<file path="config.mk">
export PLATFORM = sky130hd
export DESIGN_NAME = pmod_step_decoder
export DESIGN_NICKNAME = d
export VERILOG_FILES = /design/src/rtl/pmod_step_decoder_pkg.sv /design/src/rtl/pmod_step_decoder_sync.sv /design/src/rtl/pmod_step_decoder.sv
export SDC_FILE = /design/constraint.sdc
export NUM_CORES = 1
export LEC_CHECK = 0
export ABC_AREA = 1
export CAP_MARGIN = 20
export CELL_PAD_IN_SITES_DETAIL_PLACEMENT = 0
export CELL_PAD_IN_SITES_GLOBAL_PLACEMENT = 2
export CORE_MARGIN = 5
export CORE_UTILIZATION = 34
export DETAILED_ROUTE_END_ITERATION = 10
export PLACE_DENSITY_LB_ADDON = 0.3
export SETUP_SLACK_MARGIN = 0.5
export SLEW_MARGIN = 30
export SYNTH_ARGS = -nofsm -noshare
export SYNTH_HDL_FRONTEND = slang
export SYNTH_SLANG_ARGS = --single-unit
</file>
<file path="constraint.sdc">
create_clock -name clk -period 4.7 [get_ports clk]
set_input_delay 1.41 -clock clk [delete_from_list [all_inputs] [get_ports clk]]
set_output_delay 1.41 -clock clk [all_outputs]
set_load 0.02 [all_outputs]
</file>
<file path="src/rtl/pmod_step_decoder_pkg.sv">
// Shared definitions for the PmodSTEP coil-pattern decoder: coil patterns,
// decoder states, fault codes and phase-rotation helpers.
package pmod_step_defs;

    localparam logic [3:0] OFF = 4'b0000;
    localparam logic [3:0] P1  = 4'b0001;
    localparam logic [3:0] P2  = 4'b0010;
    localparam logic [3:0] P3  = 4'b0100;
    localparam logic [3:0] P4  = 4'b1000;

    typedef enum logic [1:0] {
        ST_IDLE  = 2'd0,
        ST_TRACK = 2'd1,
        ST_FAULT = 2'd2
    } state_e;

    typedef enum logic [1:0] {
        FC_NONE    = 2'b00,
        FC_ILLEGAL = 2'b01,
        FC_SKIP    = 2'b10
    } fault_code_e;

    function automatic logic is_onehot(input logic [3:0] p);
        case (p)
            P1, P2, P3, P4: return 1'b1;
            default:        return 1'b0;
        endcase
    endfunction

    // Forward (+1) phase order is a rotate-left of the one-hot pattern.
    function automatic logic [3:0] rot_fwd(input logic [3:0] p);
        return {p[2:0], p[3]};
    endfunction

    function automatic logic [3:0] rot_rev(input logic [3:0] p);
        return {p[0], p[3:1]};
    endfunction

endpackage

</file>
<file path="src/rtl/pmod_step_decoder_sync.sv">
// STAGES-deep 4-bit synchroniser for the observed coil pattern, async reset to 0.
module pmod_step_sync #(
    parameter int STAGES = 2
) (
    input  logic       clk,
    input  logic       rst,
    input  logic [3:0] d,
    output logic [3:0] q
);

    logic [3:0] sync_q [STAGES];
    logic [3:0] sync_d [STAGES];

    always_comb begin
        sync_d[0] = d;
        for (int i = 1; i < STAGES; i++) begin
            sync_d[i] = sync_q[i-1];
        end
    end

    always_ff @(posedge clk or posedge rst) begin
        if (rst) begin
            for (int i = 0; i < STAGES; i++) begin
                sync_q[i] <= '0;
            end
        end else begin
            for (int i = 0; i < STAGES; i++) begin
                sync_q[i] <= sync_d[i];
            end
        end
    end

    assign q = sync_q[STAGES-1];

endmodule

</file>
<file path="src/rtl/pmod_step_decoder.sv">
// Decodes a one-hot PmodSTEP coil drive pattern into step strobes, direction and
// a signed position. Soft-limit flags are built only with PMOD_STEP_DEC_LIMIT_EN.
module pmod_step_decoder
    import pmod_step_defs::*;
#(
    parameter int POS_W       = 16,
    parameter int SYNC_STAGES = 2,
    parameter int POS_MIN     = -1000,
    parameter int POS_MAX     = 1000
) (
    input  logic             clk,
    input  logic             rst,
    input  logic [3:0]       coil_in,
    input  logic             pos_clr,
    input  logic             fault_clr,
    output logic             step_pulse,
    output logic             step_dir,
    output logic [POS_W-1:0] position,
    output logic             active,
    output logic             fault,
    output logic [1:0]       fault_code,
    output logic             at_min,
    output logic             at_max
);

    if (SYNC_STAGES < 1 || SYNC_STAGES > 3) begin : g_bad_sync
        $error("pmod_step_decoder: SYNC_STAGES must be 1..3");
    end
    if (POS_MIN > POS_MAX) begin : g_bad_limits
        $error("pmod_step_decoder: POS_MIN must not exceed POS_MAX");
    end

    localparam logic [POS_W-1:0] POS_ONE = POS_W'(1);

    logic [3:0]       cur;
    state_e           state_q, state_d;
    logic [3:0]       last_q, last_d;
    logic [POS_W-1:0] position_q, position_d;
    logic             step_pulse_q, step_pulse_d;
    logic             step_dir_q, step_dir_d;
    fault_code_e      fault_code_q, fault_code_d;
    logic             active_q, active_d;
    logic             fault_q, fault_d;

    pmod_step_sync #(
        .STAGES(SYNC_STAGES)
    ) u_sync (
        .clk(clk),
        .rst(rst),
        .d  (coil_in),
        .q  (cur)
    );

    always_comb begin
        state_d      = state_q;
        last_d       = last_q;
        position_d   = position_q;
        step_pulse_d = 1'b0;
        step_dir_d   = step_dir_q;
        fault_code_d = fault_code_q;

        case (state_q)
            // last is always OFF here, so any non-zero pattern is a change.
            ST_IDLE: begin
                if (cur != OFF) begin
                    if (is_onehot(cur)) begin
                        state_d = ST_TRACK;
                        last_d  = cur;
                    end else begin
                        state_d      = ST_FAULT;
                        fault_code_d = FC_ILLEGAL;
                    end
                end
            end
            ST_TRACK: begin
                if (cur != last_q) begin
                    if (cur == rot_fwd(last_q)) begin
                        step_pulse_d = 1'b1;
                        step_dir_d   = 1'b1;
                        position_d   = position_q + POS_ONE;
                        last_d       = cur;
                    end else if (cur == rot_rev(last_q)) begin
                        step_pulse_d = 1'b1;
                        step_dir_d   = 1'b0;
                        position_d   = position_q - POS_ONE;
                        last_d       = cur;
                    end else if (cur == OFF) begin
                        state_d = ST_IDLE;
                        last_d  = OFF;
                    end else if (is_onehot(cur)) begin
                        state_d      = ST_FAULT;
                        fault_code_d = FC_SKIP;
                    end else begin
                        state_d      = ST_FAULT;
                        fault_code_d = FC_ILLEGAL;
                    end
                end
            end
            ST_FAULT: begin
                // A still-illegal pattern at release keeps us faulted.
                if (fault_clr) begin
                    last_d = cur;
                    if (cur == OFF) begin
                        state_d      = ST_IDLE;
                        fault_code_d = FC_NONE;
                    end else if (is_onehot(cur)) begin
                        state_d      = ST_TRACK;
                        fault_code_d = FC_NONE;
                    end else begin
                        fault_code_d = FC_ILLEGAL;
                    end
                end
            end
            default: begin
                state_d = ST_IDLE;
                last_d  = OFF;
            end
        endcase

        // Clear wins over a coincident step; the strobe still reports the step.
        if (pos_clr) begin
            position_d = '0;
        end

        active_d = (state_d == ST_TRACK);
        fault_d  = (state_d == ST_FAULT);
    end

    always_ff @(posedge clk or posedge rst) begin
        if (rst) begin
            state_q      <= ST_IDLE;
            last_q       <= OFF;
            position_q   <= '0;
            step_pulse_q <= 1'b0;
            step_dir_q   <= 1'b0;
            fault_code_q <= FC_NONE;
            active_q     <= 1'b0;
            fault_q      <= 1'b0;
        end else begin
            state_q      <= state_d;
            last_q       <= last_d;
            position_q   <= position_d;
            step_pulse_q <= step_pulse_d;
            step_dir_q   <= step_dir_d;
            fault_code_q <= fault_code_d;
            active_q     <= active_d;
            fault_q      <= fault_d;
        end
    end

    assign step_pulse = step_pulse_q;
    assign step_dir   = step_dir_q;
    assign position   = position_q;
    assign active     = active_q;
    assign fault      = fault_q;
    assign fault_code = fault_code_q;

`ifdef PMOD_STEP_DEC_LIMIT_EN
    localparam logic signed [POS_W-1:0] POS_MIN_W = POS_W'(POS_MIN);
    localparam logic signed [POS_W-1:0] POS_MAX_W = POS_W'(POS_MAX);

    logic at_min_q, at_min_d;
    logic at_max_q, at_max_d;

    // Compare the next position so the flags move with position itself.
    always_comb begin
        at_min_d = ($signed(position_d) <= POS_MIN_W);
        at_max_d = ($signed(position_d) >= POS_MAX_W);
    end

    always_ff @(posedge clk or posedge rst) begin
        if (rst) begin
            at_min_q <= 1'b0;
            at_max_q <= 1'b0;
        end else begin
            at_min_q <= at_min_d;
            at_max_q <= at_max_d;
        end
    end

    assign at_min = at_min_q;
    assign at_max = at_max_q;
`else
    assign at_min = 1'b0;
    assign at_max = 1'b0;
`endif

endmodule

</file>
**Yosys cells after proc, flatten, opt, wreduce, memory -nomap -nowiden**

Cells that the tools add are included.
Widths: inputs -> output; s select.

- Flip-flop bits (word level): 36
- Bits of input ports: 8
- Output and inout port bits: 24
- Logic and storage cells: 95

- $add $sub $neg: 2
- Equal/unequal tests: 20
- Mux-type cells: 50
- Reductions and logical operators: 13

Operator list:

| cell | count |
|---|---|
| $mux 16 | 5 |
| $mux 2 | 17 |
| $mux 4 | 7 |
| $mux 1 | 18 |
| $add 16x1->16 const B | 1 |
| $ne 2x2->1 const B | 8 |
| $sub 16x1->16 const B | 1 |
| $pmux 2 s3 | 2 |
| $pmux 4 s3 | 1 |
| $eq 4x4->1 | 2 |
| $reduce_and 8->1 | 1 |
| $reduce_and 3->1 | 2 |
| $reduce_bool 2->1 | 3 |
| $reduce_bool 3->1 | 2 |
| $reduce_and 5->1 | 1 |
| $eq 2x1->1 const B | 2 |
| $eq 2x2->1 const B | 2 |
| $eq 4x1->1 const B | 1 |
| $eq 4x2->1 const B | 1 |
| $eq 4x3->1 const B | 1 |
| $eq 4x4->1 const B | 1 |
| $logic_not 4->1 | 1 |
| $ne 4x4->1 | 1 |
| $ne 4x4->1 const B | 1 |
| other kinds (3) | 3 |

**Logic depth before layout (Yosys ltp)**

- Depth after elaboration: 14
- Depth in mapped cells: 15
- Gate-level depth less buffers: 15

**Modules after synthesis**

From an unflattened synthesis, not the netlist that was laid out.

- Cell total of the unflattened synthesis: 356
- Area total of the unflattened synthesis: 2547.4 µm²

Modules (own cells, without submodules):

| module | times used | cells each | area an instance (µm²) | sequential area each (µm²) |
|---|---|---|---|---|
| pmod_step_decoder | 1 | 347 | 2343.5 | 700.7 |
| pmod_step_sync | 1 | 9 | 203.9 | 200.2 |

**Worst setup path before layout**

No wires, ideal clock.

- Path type: reg-to-reg
- From: reg u_sync.sync_q, in the netlist u_sync.q[0]
- To: reg position_q[9], in the netlist position[9]
- Setup time: 0.117 ns
- Arrival: 2.025 ns
- Required time: 4.583 ns
- Slack: 2.558 ns
- Stages on the path, launching flop included: 15
- Path buffers: 0
- Clock period less this slack: 2.142 ns
- Path through: dfrtp_1 inv_2 nand2_1 nand2_2 nor2_4 nand2_4 ha_1 nand3_1 nand2_1 nand2_1 nand2_1 a21oi_1 or2_2 nand3_1 nand2_1

- Longest elaborated chain between the ends: 5
- Elaborated cells on any way between the ends: 10
- Classes of those cells: 3 x eq/ne; 4 x mux; 3 x reduce/logical

RTL lines:

| item | line | text |
|---|---|---|
| start: declaration | pmod_step_decoder_sync.sv:11 | `logic [3:0] sync_q [STAGES];` |
| start signal: indexed assignment | pmod_step_decoder_sync.sv:28 | `sync_q[i] <= sync_d[i];` |
| $eq 4x4->1 | pmod_step_decoder.sv:77 | `if (cur == rot_fwd(last_q)) begin` |
| $mux 16 | pmod_step_decoder.sv:77 |  |
| $mux 16 | pmod_step_decoder.sv:76 | `if (cur != last_q) begin` |
| $mux 16 | pmod_step_decoder.sv:62 | `case (state_q)` |
| $mux 16 | pmod_step_decoder.sv:121 | `if (pos_clr) begin` |
| end signal: assignment | pmod_step_decoder.sv:142 | `position_q <= position_d;` |
| end: declaration | pmod_step_decoder.sv:38 | `logic [POS_W-1:0] position_q, position_d;` |

Parallel ways exist; a longest one is shown, timed or not. The select of a mux whose other input is x is not followed.
A chain may end at the register's enable or synchronous reset.

**Worst setup path after layout**

- From: reg position_q[0], in the netlist position[0]
- To: out position[0]

RTL lines:

| item | line | text |
|---|---|---|
| end: declaration | pmod_step_decoder.sv:18 | `output logic [POS_W-1:0] position,` |

No word-level cell between the ends.

==> results.md <==
- Drt via density: 4.57
- Register area share after synthesis: 0.342
- Max Cap Viol: 0
- Complex-gate fraction of the synthesized area: 0.0931
- Fillers: slightly above 800
- Post-Synth XOR/XNOR Area: 0.0266
- Fin. max-slew vios: 0
- CTS resizes: 0
- H-Tree Depth: 2
- Worst Setup Path Type: flip-flop to primary output
- Crit end category: primary output
- Total Power: 1.59 mW
- Reg2reg setup slack: about 2.2 ns
- Core Area: between 0.007 and 0.008 sq mm
- Largest family of logic cells by synthesized area: simple AND/OR/NAND/NOR gates
- Mean Syn Cell Area: ~7.3 sq um
- LEAKAGE: roughly 1.7 nW
- Standard-cell rows: 32
- Via count: 2286
- Top-Level Pins: 32
- Antenna Violating Nets Remaining: 0
- Vias in the first global route: ~2300
- Wire per inst: 12.4 um
- Largest area contributor in the netlist: dfrtp_1
- Initial core utilization: 0.345
- Synth Register Bits: 36
- CTS tree: built
- Slowest cell on the critical path: clkdlybuf4s50_1
- Post-layout nets: around 430
- GRT overflow: 0
- Post-CTS Hold Buffers: 0
- Setup_tns: 0 ns
- RSZ-0062 raised after global routing: no
- TritonCTS Sinks: 36
- Num CTS Buffers: 5
- Final setup viols: 0
- Yosys cell types: 31
- Worst-path clk slew: approximately 0.080 ns
- Worst Hold Class: flip-flop to flip-flop
- Crit path max-delay family: buffers and inverters
- # DRC: 0
- R2r startpoint: u_sync.q[1]
- Mapped Area: ~0.0026 sq mm
- WP buf/inv: 1
- Simple-Gate Fraction of Synth Area: 0.368
- Post-place setup slack: ~2.0 ns
- Hold Fails Final Rpt: 0
- Synth Area in Adders: 0.107
- Fraction of synthesized area in multiplexers: 0
- Largest net degree at the start of global routing: 37
- Skew final: 0.00388 ns
- Drt total wl: slightly above 6000 um
- Root buf cell: clkbuf_8
- GRT Overall Usage: 0.134
- CP arrival: between 1 and 1.5 ns
- Antenna Cells: 0
- Crit-path cells: clkdlybuf4s50_1
- Wire length of the first global-routing pass: 10600 um
- Clk buf depth: 2
- Syn-to-layout area delta: 19.2%
- Final Critical Period: between 2 and 3 ns
- Fmax: between 0.3 and 0.4 GHz
- Critical Path RT: 3.29 ns
- Status: finished clean
- R2R Path End: position[9]
- Final RePlAce weighted congestion: 0.763
- Post-detail-place hpwl: 4680 um
- Initial antenna violation count: 0
- Die outline height: just under 100 um
- Critical path endpoint: position[0]
- CP Launch Point: position[0]
- P per Cell Area: between 500 and 600 mW/mm^2
- Cells after synthesis: between 300 and 400
- Post-CTS Setup Bufs: 0
- DR iter-0 viols: 53
- Worst-path fanout max: 5
- Slowest cell delay on critical path: ~0.65 ns
- PortBufs: 29
- Crit. path cell count: 1
- Layout cells sized above 1: 0.103
- Setup ws final: ~1.9 ns
- Worst R2R Path Depth: 14
- Placed insts: slightly below 500
- Final worst-path cycle share: 0.599
- DR pass1 iterations: 4
- Synth warn: 0
- Worst VDD drop: 0.151 mV
- Chip width: just under 100 um
- Clock insertion delay at the later pin of the skew report: 0.29 ns
- Startpoint Class: flip-flop
- Non-filler cells, final: 500
- Synth top area share: 0.342
- Die area: between 0.009 and 0.01 sq mm
- Largest cells by area after synthesis: dfrtp_1, nand2_1, ha_1
[through the flow]
step | util | hold slack (ns) | instance area (sq um)
after detailed placement | 0.396 | 0.335 | 3030
after global routing | 0.411 | 0.358 | 3140
after floorplan | - | 0.331 | 2640
final | 0.411 | 0.351 | 3140
after CTS | 0.411 | 0.353 | 3140
after global placement | 0.396 | 0.336 | 3030
[cells in the mapped netlist]
cell / n
o211ai_1: 2
buf_4: 2
ha_1: 21
inv_2: 5
dfrtp_1: 36
o21ai_1: 6
or2_2: 2
nand3_4: 1
conb_1: 1
nor3_1: 1
buf_2: 1
a21o_1: 2
nor2_1: 34
nand2_1: 133
inv_4: 2
o21ai_0: 9
nand3b_1: 1
inv_1: 26
fa_1: 1
nand3_1: 24
o21ai_2: 6
xnor2_1: 6
buf_8: 1
a21oi_1: 16
nor2_8: 2
nand2_4: 2
o21a_1: 1
nand4_1: 5
nand2_2: 10
xor2_1: 2
nor2_4: 2
[cell usage in the layout, fill, tap and decap left out, drive strengths merged, types with 2 or more instances in the layout]
master	synthesis	layout
dfrtp	36	36
nand2	145	145
xnor2	6	6
o211ai	2	2
o21ai	21	21
xor2	2	2
conb	1	2
clkdlybuf4s50	0	29
ha	21	21
inv	33	33
nor2	38	38
a21oi	16	16
nand3	25	25
nand4	5	5
clkbuf	0	5
or2	2	2
a21o	2	2
[flip-flops by register name (all words and copies together) (netlist names)]
signal         cells
active             1
fault              1
fault_code         2
last_q             4
position          16
state_q            2
step_dir           1
step_pulse         1
u_sync.q           4
u_sync.sync_d      4
[layout make-up]
type | instances | area (sq um) | share of cell area
Tap cell | 102 | 128 | 0.0406
Inverter | 33 | 129 | 0.0410
Clock inverter | 3 | 42.5 | 0.0135
Clock buffer | 5 | 68.8 | 0.0219
Multi-Input combinational cell | 291 | 1570 | 0.501
Timing Repair Buffer | 30 | 298 | 0.0948
Sequential cell | 36 | 901 | 0.287
[cell families (layout without fill, tap and decap cells)]
kind of cell / Yosys count / after routing
simple gates: 217 / 217
compound gates: 42 / 42
buf+inv: 37 / 71
flops: 36 / 36
fa+ha+maj: 22 / 22
xor+xnor: 8 / 8
other cells: 1 / 2
[metal layers]
layer  part of all wire  routed length [um]  global-route usage  up-vias
met2               0.50                3100               0.237       20
met3              0.021                 128              0.0229        6
li1                   -                   -                   -     1229
met4              0.011                  68              0.0351        0
met1               0.47                2880               0.167     1031
met5                  0                   0                   0        -
[power breakdown]
group	switching, mW	total [mW]	internal (mW)	leakage [nW]
Clock	0.119	0.276	0.157	0.0541
Combinational	0.553	0.883	0.330	1.15
Sequential	0.0584	0.428	0.369	0.472
[worst min-delay path by stage]
| stage | end | cells after the start | from |
|---|---|---|---|
| final | u_sync.q[1] | 0 | u_sync.sync_d[1] |
| after global placement | u_sync.q[1] | 0 | u_sync.sync_d[1] |
| after floorplan | u_sync.q[0] | 0 | u_sync.sync_d[0] |
| after detailed placement | u_sync.q[0] | 0 | u_sync.sync_d[0] |
| after CTS | u_sync.q[0] | 0 | u_sync.sync_d[0] |
| after global routing | u_sync.q[1] | 0 | u_sync.sync_d[1] |
Note: power is estimated with default switching activity, not from simulation.
